`src/rtl/adc_nch_decim_if.sv`:
```
// Output stream bundle of adc_nch_decim: packed multi-channel word with valid/ready.
// Member names keep the original m_axis_* port names.
interface adc_nch_decim_if #(
   parameter int unsigned NUM_CH = 2,
   parameter int unsigned OUT_W  = 16
) ();
   logic [NUM_CH*OUT_W-1:0] m_axis_tdata;
   logic                    m_axis_tvalid;
   logic                    m_axis_tready;

   modport master (output m_axis_tdata, output m_axis_tvalid, input m_axis_tready);
   modport slave  (input m_axis_tdata, input m_axis_tvalid, output m_axis_tready);
endinterface

```
`src/rtl/adc_nch_decim.sv`:
```
// NUM_CH-channel ADC capture, offset-binary conversion and 2**DEC_LOG2 boxcar averaging onto a valid/ready stream.
// Optional sticky per-channel full-scale flags (sat port) when ADC_SAT_DETECT_EN is defined.
module adc_nch_decim #(
   parameter int unsigned NUM_CH   = 2,
   parameter int unsigned ADC_W    = 14,
   parameter int unsigned OUT_W    = 16,
   parameter int unsigned DEC_LOG2 = 0
) (
   input  logic                    aclk,
   input  logic                    aresetn,
   input  logic [NUM_CH*ADC_W-1:0] adc_data,
   input  logic                    en,
   input  logic                    fmt_offset_bin,
   adc_nch_decim_if.master         m_axis,
   output logic                    ovf,
   input  logic                    ovf_clr
`ifdef ADC_SAT_DETECT_EN
   ,
   output logic [NUM_CH-1:0]       sat
`endif
);

   localparam int unsigned AW    = ADC_W + DEC_LOG2;
   localparam int unsigned CNT_W = (DEC_LOG2 > 0) ? DEC_LOG2 : 1;
   localparam logic [CNT_W-1:0] CNT_LAST = CNT_W'((1 << DEC_LOG2) - 1);

   logic [NUM_CH*ADC_W-1:0] s1_q;
   logic                    v1_q;
   logic                    v2_q;
   logic signed [ADC_W-1:0] x_d   [NUM_CH];
   logic signed [ADC_W-1:0] x_q   [NUM_CH];
   logic signed [AW-1:0]    sum_d [NUM_CH];
   logic signed [AW-1:0]    acc_q [NUM_CH];
   logic [CNT_W-1:0]        cnt_d, cnt_q;
   logic [NUM_CH*OUT_W-1:0] res_d, tdata_d, tdata_q;
   logic                    tvalid_d, tvalid_q;
   logic                    ovf_d, ovf_q;
   logic                    load, drop;

   // The first sample of a window replaces the accumulator, so abandoned windows leave no residue.
   always_comb begin
      res_d = '0;
      for (int unsigned c = 0; c < NUM_CH; c++) begin
         x_d[c] = s1_q[c*ADC_W +: ADC_W];
         if (fmt_offset_bin) begin
            x_d[c][ADC_W-1] = ~s1_q[c*ADC_W + ADC_W - 1];
         end
         sum_d[c] = (cnt_q == '0) ? AW'(x_q[c]) : acc_q[c] + AW'(x_q[c]);
         res_d[c*OUT_W +: OUT_W] = OUT_W'(sum_d[c] >>> DEC_LOG2);
      end
   end

   always_comb begin
      load     = v2_q && (cnt_q == CNT_LAST);
      drop     = load && tvalid_q && !m_axis.m_axis_tready;
      cnt_d    = '0;
      tdata_d  = tdata_q;
      tvalid_d = tvalid_q;
      if (v2_q && !load) begin
         cnt_d = cnt_q + CNT_W'(1);
      end
      if (load && !drop) begin
         tdata_d  = res_d;
         tvalid_d = 1'b1;
      end else if (tvalid_q && m_axis.m_axis_tready) begin
         tvalid_d = 1'b0;
      end
      ovf_d = drop | (ovf_q & ~ovf_clr);
   end

   always_ff @(posedge aclk or negedge aresetn) begin
      if (!aresetn) begin
         s1_q     <= '0;
         v1_q     <= 1'b0;
         v2_q     <= 1'b0;
         cnt_q    <= '0;
         tdata_q  <= '0;
         tvalid_q <= 1'b0;
         ovf_q    <= 1'b0;
         for (int unsigned c = 0; c < NUM_CH; c++) begin
            x_q[c]   <= '0;
            acc_q[c] <= '0;
         end
      end else begin
         s1_q     <= adc_data;
         v1_q     <= en;
         v2_q     <= v1_q;
         cnt_q    <= cnt_d;
         tdata_q  <= tdata_d;
         tvalid_q <= tvalid_d;
         ovf_q    <= ovf_d;
         for (int unsigned c = 0; c < NUM_CH; c++) begin
            x_q[c] <= x_d[c];
            if (v2_q) begin
               acc_q[c] <= sum_d[c];
            end
         end
      end
   end

   assign m_axis.m_axis_tdata  = tdata_q;
   assign m_axis.m_axis_tvalid = tvalid_q;
   assign ovf                  = ovf_q;

`ifdef ADC_SAT_DETECT_EN
   localparam logic [ADC_W-1:0] CODE_MIN = {1'b1, {(ADC_W-1){1'b0}}};
   localparam logic [ADC_W-1:0] CODE_MAX = ~CODE_MIN;

   logic [NUM_CH-1:0] sat_d, sat_q, hit;

   // Full-scale is judged on the converted S2 value of valid samples only.
   always_comb begin
      hit = '0;
      for (int unsigned c = 0; c < NUM_CH; c++) begin
         hit[c] = v1_q && (($unsigned(x_d[c]) == CODE_MIN) || ($unsigned(x_d[c]) == CODE_MAX));
      end
      sat_d = hit | (sat_q & ~{NUM_CH{ovf_clr}});
   end

   always_ff @(posedge aclk or negedge aresetn) begin
      if (!aresetn) begin
         sat_q <= '0;
      end else begin
         sat_q <= sat_d;
      end
   end

   assign sat = sat_q;
`endif

endmodule

```
`src/flat_wrapper.sv`:
```
// flat-port wrapper written by rule: the top's interface ports become plain ports
module adc_nch_decim_flat 
#(
   parameter int unsigned NUM_CH   = 2,
   parameter int unsigned ADC_W    = 14,
   parameter int unsigned OUT_W    = 16,
   parameter int unsigned DEC_LOG2 = 0
)
  (aclk, aresetn, adc_data, en, fmt_offset_bin, ovf, ovf_clr, m_axis_m_axis_tdata, m_axis_m_axis_tvalid, m_axis_m_axis_tready);
  adc_nch_decim_if #(.NUM_CH(NUM_CH), .OUT_W(OUT_W)) m_axis_i ();
  input  logic aclk;
  input  logic aresetn;
  input  logic [NUM_CH*ADC_W-1:0] adc_data;
  input  logic en;
  input  logic fmt_offset_bin;
  output logic ovf;
  input  logic ovf_clr;
  output wire logic [$bits(m_axis_i.m_axis_tdata)-1:0] m_axis_m_axis_tdata;
  output wire logic [$bits(m_axis_i.m_axis_tvalid)-1:0] m_axis_m_axis_tvalid;
  input wire logic [$bits(m_axis_i.m_axis_tready)-1:0] m_axis_m_axis_tready;
  assign m_axis_m_axis_tdata = m_axis_i.m_axis_tdata;
  assign m_axis_m_axis_tvalid = m_axis_i.m_axis_tvalid;
  assign m_axis_i.m_axis_tready = m_axis_m_axis_tready;
  adc_nch_decim #(.NUM_CH(NUM_CH), .ADC_W(ADC_W), .OUT_W(OUT_W), .DEC_LOG2(DEC_LOG2)) u_core (.aclk(aclk), .aresetn(aresetn), .adc_data(adc_data), .en(en), .fmt_offset_bin(fmt_offset_bin), .m_axis(m_axis_i), .ovf(ovf), .ovf_clr(ovf_clr));
endmodule
```
`config.mk`:
```
export PLATFORM = sky130hd
export DESIGN_NAME = adc_nch_decim_flat
export DESIGN_NICKNAME = d
export VERILOG_FILES = /design/src/rtl/adc_nch_decim_if.sv /design/src/rtl/adc_nch_decim.sv /design/src/flat_wrapper.sv
export SDC_FILE = /design/constraint.sdc
export NUM_CORES = 1
export LEC_CHECK = 0
export CELL_PAD_IN_SITES_DETAIL_PLACEMENT = 1
export CELL_PAD_IN_SITES_GLOBAL_PLACEMENT = 2
export CORE_ASPECT_RATIO = 1.1
export CORE_UTILIZATION = 30
export CTS_CLUSTER_SIZE = 16
export DETAILED_ROUTE_END_ITERATION = 7
export PLACE_DENSITY = 0.71
export SETUP_SLACK_MARGIN = 0.3
export SLEW_MARGIN = 30
export SYNTH_ARGS = -nofsm -noshare
export SYNTH_HDL_FRONTEND = slang
export SYNTH_SLANG_ARGS = --single-unit
export TNS_END_PERCENT = 50
```
`constraint.sdc`:
```
create_clock -name aclk -period 1.6 [get_ports aclk]
set_input_delay 0.4 -clock aclk [delete_from_list [all_inputs] [get_ports aclk]]
set_output_delay 0.4 -clock aclk [all_outputs]
set_load 0.02 [all_outputs]
```
* Yosys cells after proc, flatten, opt, wreduce, memory -nomap -nowiden
Cells that the tools add are included.
Word-level totals: bits in registers 119, bits of input ports 34, output and inout bits 34, logic and storage cells 37
Cells by class: $add $sub $neg 3, muxes and demuxes 7, bitwise gates (word level) 6, reductions and logical operators 10
Operators with widths (number):
- 14-bit adder | 2
- 14-bit 2-to-1 mux | 2
- 1-bit logical AND | 6
- 1-bit 2-to-1 mux | 5
- 1-bit NOT | 4
- 1-bit logical NOT | 3
- 2-bit nonzero test | 1
- 1-bit adder (second input constant) | 1
- 1-bit AND | 1
- 1-bit bitwise OR | 1

* Depth between registers and ports, before layout
depth in word-level cells 7, mapped depth 7, mapped depth without buffers 4

* Worst setup path before layout
OpenSTA, ideal clock, no wires.
path kind in2reg, from input m_axis_m_axis_tready, to register u_core.tdata_q[21] (netlist: u_core.m_axis.m_axis_tdata[21]), setup time 0.125 ns, arrival 1.581 ns, data required time 1.475 ns, slack -0.106 ns, stages 5, buffers on the path 2, cell sequence nand2b_1 -> nand3_1 -> clkbuf_1 -> buf_2 -> mux2_2
On the way: longest elaborated chain between the ends 4
Ends and longest elaborated chain:
- start: declaration | line flat_wrapper.sv:20 | input wire logic [$bits(m_axis_i.m_axis_tready)-1:0] m_axis_m_axis_tready;
- 1-bit logical NOT | line adc_nch_decim.sv:55 | drop = load && tvalid_q && !m_axis.m_axis_tready;
- 1-bit logical AND | line adc_nch_decim.sv:55
- 1-bit logical NOT | line adc_nch_decim.sv:62 | if (load && !drop) begin
- 1-bit logical AND | line adc_nch_decim.sv:62
- end signal: assignment | line adc_nch_decim.sv:89 | tdata_q <= tdata_d;
- end: declaration | line adc_nch_decim.sv:35 | logic [NUM_CH*OUT_W-1:0] res_d, tdata_d, tdata_q;
No other way between the ends. A chain may end at the register's enable or synchronous reset.

* Worst setup path after layout
from input m_axis_m_axis_tready, to register u_core.tdata_q[25] (netlist: u_core.m_axis.m_axis_tdata[25])
The elaborated chain is that of the path after synthesis.

==> PnR_summary.wiki <==
{| class="wikitable"
! Metric !! Value
|-
| Run status || finished, final reports clean
|-
| Unrepaired setup endpoints after global routing || yes
|-
| Number of port buffers || 67
|-
| Cells traversed along the worst timing path || clkdlybuf4s50_1, nand2b_4, nand3_4, clkbuf_16, mux2_4
|-
| GRT overflow || 0
|-
| Number of DRC violations after detailed-routing iteration 0 || 22
|-
| Hold WC Path Type || primary input to asynchronous set/reset pin
|-
| Number of cells in the finished layout apart from fillers || 334
|-
| Type of element capturing the critical path || flop
|-
| Net count, final || 252
|-
| TritonCTS clock tree || yes
|-
| Detail-routed net length per standard cell || approximately 13 um
|-
| Crit path largest cell delay || 480 ps
|-
| Library cell used as clock root buffer || sky130_fd_sc_hd__clkbuf_8
|-
| # setup viols final || 0
|-
| Number of global-route vias before repair || ~1,400
|-
| DRC violation count after routing || 0
|-
| Avg Cell Area, Syn || 19.0 sq um
|-
| Total Wirelength || 4.40 mm
|-
| Synthesized net count || 174
|-
| Post-synthesis cell type count || 13
|-
| Final hold violation count || 0
|-
| Synthesized netlist cell count || 140
|-
| Global-route wire length before repair || 6.89 mm
|-
| Number of nets with antenna violations after routing || 0
|-
| Largest net degree at the start of global routing || 90
|-
| Number of detailed-route iterations in the first pass || 3
|-
| Post-route clock skew || roughly 5.4 ps
|-
| Area of the die || approximately 9000 sq um
|-
| Number of clock buffers inserted by TritonCTS || 9
|-
| Share of synthesized area occupied by flip-flops and latches || 0.839
|-
| PwrDens || approximately 1300 nW/um^2
|-
| Worst EP required || 1830 ps
|-
| Static leakage || 1.75 nW
|-
| Largest delay contributor family on the critical path || buffers and inverters
|-
| Achievable Freq || between 700 and 800 MHz
|-
| Area of the core || 8500 sq um
|-
| Number of fillers in the final layout || 817
|-
| Setup_tns || 0 ps
|-
| Std cell rows || 35
|-
| Final Cycle Share || 0.877
|-
| Ratio of cells with drive above 1 in the final layout || 0.413
|-
| CP arrival || 1630 ps
|-
| Number of cells in the design after placement || 309
|-
| Vertical extent of the die || between 100 and 150 um
|-
| Peak supply drop || 0.532 mV
|-
| Max FO, Critical Path || 7
|-
| Initial core utilization || 0.313
|-
| Shortest period the worst path allows || between 1000 and 1500 ps
|-
| # H-tree levels || 3
|-
| Overall track demand over capacity in global routing || 0.102
|-
| Count of state elements after synthesis || 89
|-
| Initial antenna violation count || 0
|-
| Critical Path Slowest Stage Cell || sky130_fd_sc_hd__clkdlybuf4s50_1
|-
| Number of buffers inserted for hold repair after clock tree synthesis || 0
|-
| Post-synthesis instance area || 2660 sq um
|-
| Number of vias in the routed layout || 1,317
|-
| Worst setup path category || primary input to flop
|-
| Die Span X || 91.7 um
|-
| # IOs || 68
|-
| CTS Sinks || 89
|-
| Clock-pin slew on the worst setup and hold paths || 80 ps
|-
| Max Transition Viols Final || 0
|-
| Nature of the critical path startpoint || primary input
|-
| Number of buffers and inverters on the critical path || 2
|-
| Clock latency at the later pin of the worst-skew pair || ~340 ps
|-
| Weighted congestion reported at the end of routability-driven placement || 0.633
|-
| Drt via density || 3.94
|-
| Sum of internal, switching and leakage power || 5.01 mW
|-
| Number of buffers on the longest clock path || 2
|-
| Total number of yosys warnings || 0
|-
| Area growth from synthesis to layout || 43.3%
|-
| # Max-Cap Violations || 0
|-
| Detailed Place HPWL || 2.74 mm
|-
| Antenna diodes || 0
|}
[layout make-up]
| type | count | area (sq um) | area share |
|---|---|---|---|
| Clock inverter | 6 | 65.1 | 0.0171 |
| Multi-Input combinational cell | 37 | 409 | 0.108 |
| Timing Repair Buffer | 78 | 815 | 0.214 |
| Tap cell | 111 | 139 | 0.0365 |
| Inverter | 3 | 11.3 | 0.00296 |
| Clock buffer | 10 | 138 | 0.0362 |
| Sequential cell | 89 | 2230 | 0.586 |
[worst reg2reg max path, stage by stage (launching register included)]
cell	delay, ps
sky130_fd_sc_hd__dfrtp_2	430
sky130_fd_sc_hd__buf_6	120
sky130_fd_sc_hd__nand2b_4	70
sky130_fd_sc_hd__nand3_4	120
sky130_fd_sc_hd__clkbuf_16	200
sky130_fd_sc_hd__mux2_4	290
[cells in the mapped netlist]
master	number	area share
sky130_fd_sc_hd__buf_2	1	0.0019
sky130_fd_sc_hd__buf_4	4	0.011
sky130_fd_sc_hd__clkbuf_1	6	0.0085
sky130_fd_sc_hd__conb_1	1	0.0014
sky130_fd_sc_hd__dfrtp_1	89	0.84
sky130_fd_sc_hd__inv_1	3	0.0042
sky130_fd_sc_hd__mux2_2	27	0.11
sky130_fd_sc_hd__nand2_1	3	0.0042
sky130_fd_sc_hd__nand2b_1	1	0.0024
sky130_fd_sc_hd__nand3_1	1	0.0019
sky130_fd_sc_hd__o21ai_0	1	0.0019
sky130_fd_sc_hd__o22ai_1	1	0.0024
sky130_fd_sc_hd__xor2_1	2	0.0066
[what timing repair did]
action | CTS | global route
gates cloned | 0 | 2
endpoints found under the setup margin | 61 | 61
resized for setup | 191 | 6
hold endpoints to repair | 0 | 0
setup buffers | 6 | 1
[power by group]
group          switching, mW  total (mW)  internal [mW]
Clock                  0.755        1.53          0.770
Combinational          0.385       0.899          0.514
Sequential             0.125        2.59           2.46
[logic make-up after synthesis]
kind of cell | Yosys count | share of synthesized area
AO/OA/AOI/OAI | 2 | 0.00424
flip-flops | 89 | 0.839
buffers and inverters | 14 | 0.0259
XOR/XNOR | 2 | 0.00660
AND/OR/NAND/NOR | 5 | 0.00848
multiplexers | 27 | 0.115
other | 1 | 0.00141
[worst paths after layout]
| path | slack [ps] | end | cells after the start | startpoint |
|---|---|---|---|---|
| max | 200 | u_core.m_axis.m_axis_tdata[25] | 5 | m_axis_m_axis_tready |
| min | 80 | u_core.x_q[4] | 2 | aresetn |
| max reg2reg | 260 | u_core.m_axis.m_axis_tdata[25] | 5 | u_core.m_axis.m_axis_tvalid |
| min reg2reg | 350 | u_core.x_q[0] | 0 | u_core.s1_q[14] |
| max in group asynchronous | 1180 | u_core.m_axis.m_axis_tvalid | 2 | aresetn |
| min in group aclk | 350 | u_core.x_q[0] | 0 | u_core.s1_q[14] |
[metrics by stage]
stage	hold WS, ps	util	area, sq um	setup WS (ps)
after CTS	88.4	0.441	3750	204
final	82.2	0.448	3800	197
after detailed placement	336	0.411	3490	-159
after floorplan	104	-	2720	283
after global routing	103	0.448	3800	192
after global placement	332	0.411	3490	-120
[registers in the layout, summed over array words and instances, names as in the netlist]
signal,flops
u_core.m_axis.m_axis_tdata,28
u_core.cnt_q,1
u_core.ovf,1
u_core.x_q,28
u_core.v1_q,1
u_core.m_axis.m_axis_tvalid,1
u_core.s1_q,28
u_core.v2_q,1
[routing by layer]
| metal | part of all wire | wire length [um] | vias to the layer above | track usage |
|---|---|---|---|---|
| met4 | 0.016 | 72 | 0 | 0.0505 |
| li1 | - | - | 598 | - |
| met5 | 0 | 0 | - | 0 |
| met2 | 0.54 | 2370 | 37 | 0.166 |
| met1 | 0.39 | 1730 | 675 | 0.119 |
| met3 | 0.050 | 219 | 7 | 0.0392 |
[placed cells by master (no fill, tap or decap), drive strengths merged]
cell type and n:
xor2 2, clkinvlp 1, inv 5, o21ai 1
nand2b 1, mux2 27, nand3 1, clkbuf 11
clkdlybuf4s50 32, conb 1, buf 45, clkinv 2
bufinv 1, nand2 3, o22ai 1, dfrtp 89
Note: power is estimated with default switching activity, not from simulation.
==> RTL edit 1: new RTL, config.mk and constraints unchanged <==
`ADC_W` is set to 14 in 2 places; all go to 28.
--- a/src/rtl/adc_nch_decim.sv
+++ b/src/rtl/adc_nch_decim.sv
@@ -2,7 +2,7 @@
 // Optional sticky per-channel full-scale flags (sat port) when ADC_SAT_DETECT_EN is defined.
 module adc_nch_decim #(
    parameter int unsigned NUM_CH   = 2,
-   parameter int unsigned ADC_W    = 14,
+   parameter int unsigned ADC_W    = 28,
    parameter int unsigned OUT_W    = 16,
    parameter int unsigned DEC_LOG2 = 0
 ) (
--- a/src/flat_wrapper.sv
+++ b/src/flat_wrapper.sv
@@ -2,7 +2,7 @@
 module adc_nch_decim_flat 
 #(
    parameter int unsigned NUM_CH   = 2,
-   parameter int unsigned ADC_W    = 14,
+   parameter int unsigned ADC_W    = 28,
    parameter int unsigned OUT_W    = 16,
    parameter int unsigned DEC_LOG2 = 0
 )
Ports: changed (resized adc_data); port bits go from 68 to 96. No check against the original RTL was run, so the function may have changed too.
==> RTL edit 1 against the unedited design <==
  * Combinational power increased by 2.7%
  * Worst hold slack better by 270 ps
  * Sequential cell count up 12
  * Worst setup slack improved by 73 ps
  * Total power rose by 7.9%
  * Via count increased by 11%
  * Cell area up 11%
  * Area after synthesis is 11% higher
  * Wire length up 15%
  * Maximum frequency increased by 5.5%
  * Critical endpoint is now u_core.m_axis.m_axis_tdata[13]
==> RTL edit 1: results (changes against the unedited design) <==
stage;metric;value;unit;change
detailed_routing;wl_met3;278;µm;+27%
detailed_routing;via_count;1466;;+11%
hold_path;worstHoldPathType;flop to flop;;
power_and_ir_drop;p_sw;1360;µW;+7.3%
setup_path;rr_worst_depth;4;;-1
place;dp_hpwl;3.11;mm;+13%
run_status;status;complete, no violations;;
detailed_routing;drt-met1-wl;2.19;mm;+26%
power_and_ir_drop;pg_comb;923;µW;+2.7%
global_route;grt_use_met2;0.169;;+0.00270
global_route;grt_max_degree;37;;-59%
global_route;grt_pass1_wl;7.94;mm;+15%
power_and_ir_drop;seqPwrFrac;0.539;;+0.023
layout;fillers;919;;+12%
layout;diodes;0;;unchanged
power_and_ir_drop;peakVddDrop;461;µV;-13%
detailed_routing;wl_met2;2.49;mm;+5.1%
setup_path;slowest_delay;430;ps;-50 ps
yosys;seq_area_frac_synth;0.859;;+0.0200
power_and_ir_drop;power_leakage;0.00190;µW;+8.7%
global_route;grt_pass1_vias;1591;;+11%
global_route;met3_usage;0.0397;;+0.000467
yosys;ys_types;10;;-3
yosys;synth_commonest_cells;101 x dfrtp_1, 32 x mux2_2, 3 x clkbuf_1;;
setup_path;crit_family;flip-flops;;
timing;fin_skew;7.63;ps;+2.20 ps
setup_path;cp.arrival;1570;ps;-60 ps
yosys;synth_fp_nets;208;;+20%
detailed_routing;routed.top_layer;met4;;
place;port_buffers;70;;+4.5%
detailed_routing;drt_pass1_iterations;2;;-1
detailed_routing;dr.first_iter.drc_count;31;;+41%
yosys;yosys-top-cells-area;dfrtp_1 86%, mux2_2 12%, clkbuf_1 0.38%;;
power_and_ir_drop;p_comb_frac;0.171;;-0.008
global_route;grt_use_total;0.109;;+0.00697
layout;final_nets;297;;+18%
[RTL edit 1: final timing paths]
kind / startpoint / end / slack [ps]
worst min register to register: u_core.s1_q[43] / u_core.x_q[15] / 350
min in group asynchronous: aresetn / u_core.s1_q[35] / 490
worst min-delay path: u_core.s1_q[43] / u_core.x_q[15] / 350
worst max-delay path: u_core.m_axis.m_axis_tvalid / u_core.m_axis.m_axis_tdata[13] / 270
max in group asynchronous: aresetn / u_core.m_axis.m_axis_tvalid / 600
worst max register to register: u_core.m_axis.m_axis_tvalid / u_core.m_axis.m_axis_tdata[13] / 270
[RTL edit 1: timing repair]
action,CTS,global route
pin swaps,1,0
endpoints found under the hold margin,24,0
gates cloned,1,2
resized for setup,200,5
endpoints found under the setup margin,66,66
hold buffers,1,0
buffers inserted,3,1
[RTL edit 1: layout make-up]
class / count / area [µm²] / area share
clock inverters: 5 / 61.3 / 0.0145
inverters: 2 / 7.51 / 0.00178
flip-flops and latches: 101 / 2530 / 0.599
well taps: 117 / 146 / 0.0347
clock buffers: 11 / 131 / 0.0311
multi-input cells: 38 / 413 / 0.0978
repair buffers: 83 / 936 / 0.222
[RTL edit 1: cell families (layout without fill, tap and decap cells)]
family / count (synthesis) / count (layout) / share of synthesized area
other: 1 / 1 / 0.00127
DFF: 101 / 101 / 0.859
muxes: 32 / 32 / 0.122
buffers and inverters: 7 / 101 / 0.00893
and+or+nand+nor: 4 / 4 / 0.00638
AOI/OAI and AO/OA: 1 / 1 / 0.00213
[RTL edit 1: per-stage QoR]
stage / area (µm²) / cells / setup slack [ps]
detailed placement: 3860 / 333 / -188
global placement: 3860 / 333 / -186
finish: 4220 / 357 / 270
CTS: 4160 / 354 / 205
global route: 4220 / 357 / 203
floorplan: 2970 / 146 / 298
==> RTL edit 2: new RTL, same flow settings <==
Made on the original files. Register the output `ovf` once more, with the module's reset; this adds one clock of latency there. The other outputs are not delayed to match.
--- a/src/rtl/adc_nch_decim.sv
+++ b/src/rtl/adc_nch_decim.sv
@@ -100,7 +100,13 @@
 
    assign m_axis.m_axis_tdata  = tdata_q;
    assign m_axis.m_axis_tvalid = tvalid_q;
-   assign ovf                  = ovf_q;
+   always_ff @(posedge aclk or negedge aresetn) begin
+      if (!aresetn) begin
+         ovf <= '0;
+      end else begin
+         ovf <= ovf_q;
+      end
+   end
 
 `ifdef ADC_SAT_DETECT_EN
    localparam logic [ADC_W-1:0] CODE_MIN = {1'b1, {(ADC_W-1){1'b0}}};
Function: changed (a bounded check fails within 10 cycles, from zero or initial values and one cycle with aresetn low).
==> RTL edit 2 against the unedited design <==
  * Final cell count up 2.7%
  * Sequential cell count rose by 1
  * Synthesized cell count is 0.71% higher
  * Wire length grew 3.4%
  * Worst setup slack gained 76 ps
  * Worst hold slack improved by 270 ps
  * Register-to-register slack improved by 110 ps
  * Combinational power increased by 2%
  * Total power up 3.3%
  * Cell area rose by 2.2%
  * Count of clock-buffer cells in the layout unchanged
  * Area after synthesis rose by 0.94%
  * Critical path type is now flop to output port
  * Largest power group unchanged
==> RTL edit 2: results (changes against the unedited design) <==
stage;metric;value;unit;change
power_and_ir_drop;pg_comb;917;µW;+2%
yosys;muxShareOfSynthArea;0.113;;-0.00107
timing;fin_crit;1330;ps;-75.8 ps
detailed_routing;via_count;1374;;+4.3%
power_and_ir_drop;peakVddDrop;473;µV;-11%
place;post-place-ws;-126;ps;+33.0 ps
global_route;grt_use_total;0.110;;+0.00795
setup_path;crit_family;flip-flops;;
clocking;cts_resized;184;;-3.7%
yosys;synth_xor_area_frac;0.00654;;-0.0000616
setup_path;r2r_slack;370;ps;+110 ps
layout;fillers;854;;+4.5%
yosys;synthCells;141;;+0.71%
timing;holdWs;348;ps;+266 ps
run_status;status;complete, no violations;;
setup_path;crit_path_end;m_axis_m_axis_tdata[31];;
yosys;synth_commonest_cells;90 x dfrtp_1, 27 x mux2_2, 6 x clkbuf_1;;
place;routabilityCongestion;0.643;;+1.5%
layout;seq_area;2250;µm²;+1.1%
setup_path;cp-startpoint;u_core.m_axis.m_axis_tdata[29];;
yosys;yosys-top-cells-area;dfrtp_1 84%, mux2_2 11%, buf_4 1.1%;;
layout;buf_share;0.221;;+0.00722
layout;clockNetworkAreaShare;0.0556;;+0.00237
setup_path;cp.arrival;930;ps;-700 ps
clocking;cts_setup_buffers;10;;+4
global_route;grt_max_degree;34;;-62%
global_route;grt_pass1_wl;7.40;mm;+7.3%
layout;seq_cells;90;;+1.1%
timing;fin_skew;8.99;ps;+3.57 ps
layout;final_nets;261;;+3.6%
setup_path;crit_slowest_cell;dfrtp_1;;
layout;drive_above_1_share;0.422;;+0.00986
power_and_ir_drop;seqPwrFrac;0.504;;-0.012
==> RTL edit 2: changes by cell type in the layout (fill, tap and decap cells not counted), sizes merged <==
cell,unedited run,this run
buf,45,52
bufinv,1,2
clkdlybuf4s50,32,31
clkinv,2,1
clkinvlp,1,2
dfrtp,89,90
dlygate4sd3,0,1
dlymetal6s2s,0,1
inv,5,4
==> RTL edit 2: per-layer routing <==
| layer | GRT usage | wire (µm) | up-vias |
|---|---|---|---|
| met3 | 0.0398 | 272 | 9 |
| met4 | 0.0793 | 106 | 0 |
| li1 | - | - | 618 |
| met1 | 0.123 | 1740 | 709 |
| met5 | 0 | 0 | - |
| met2 | 0.175 | 2420 | 38 |
==> RTL edit 2: stage by stage <==
stage               std cells  total power, µW  TNS [ps]  cell area [µm²]
floorplan                 141             3030         0             2750
global placement          314             3490     -2980             3540
detailed placement        314             3500     -3140             3540
CTS                       341             5240         0             3820
global route              343             5440         0             3890
finish                    343             5180         0             3890
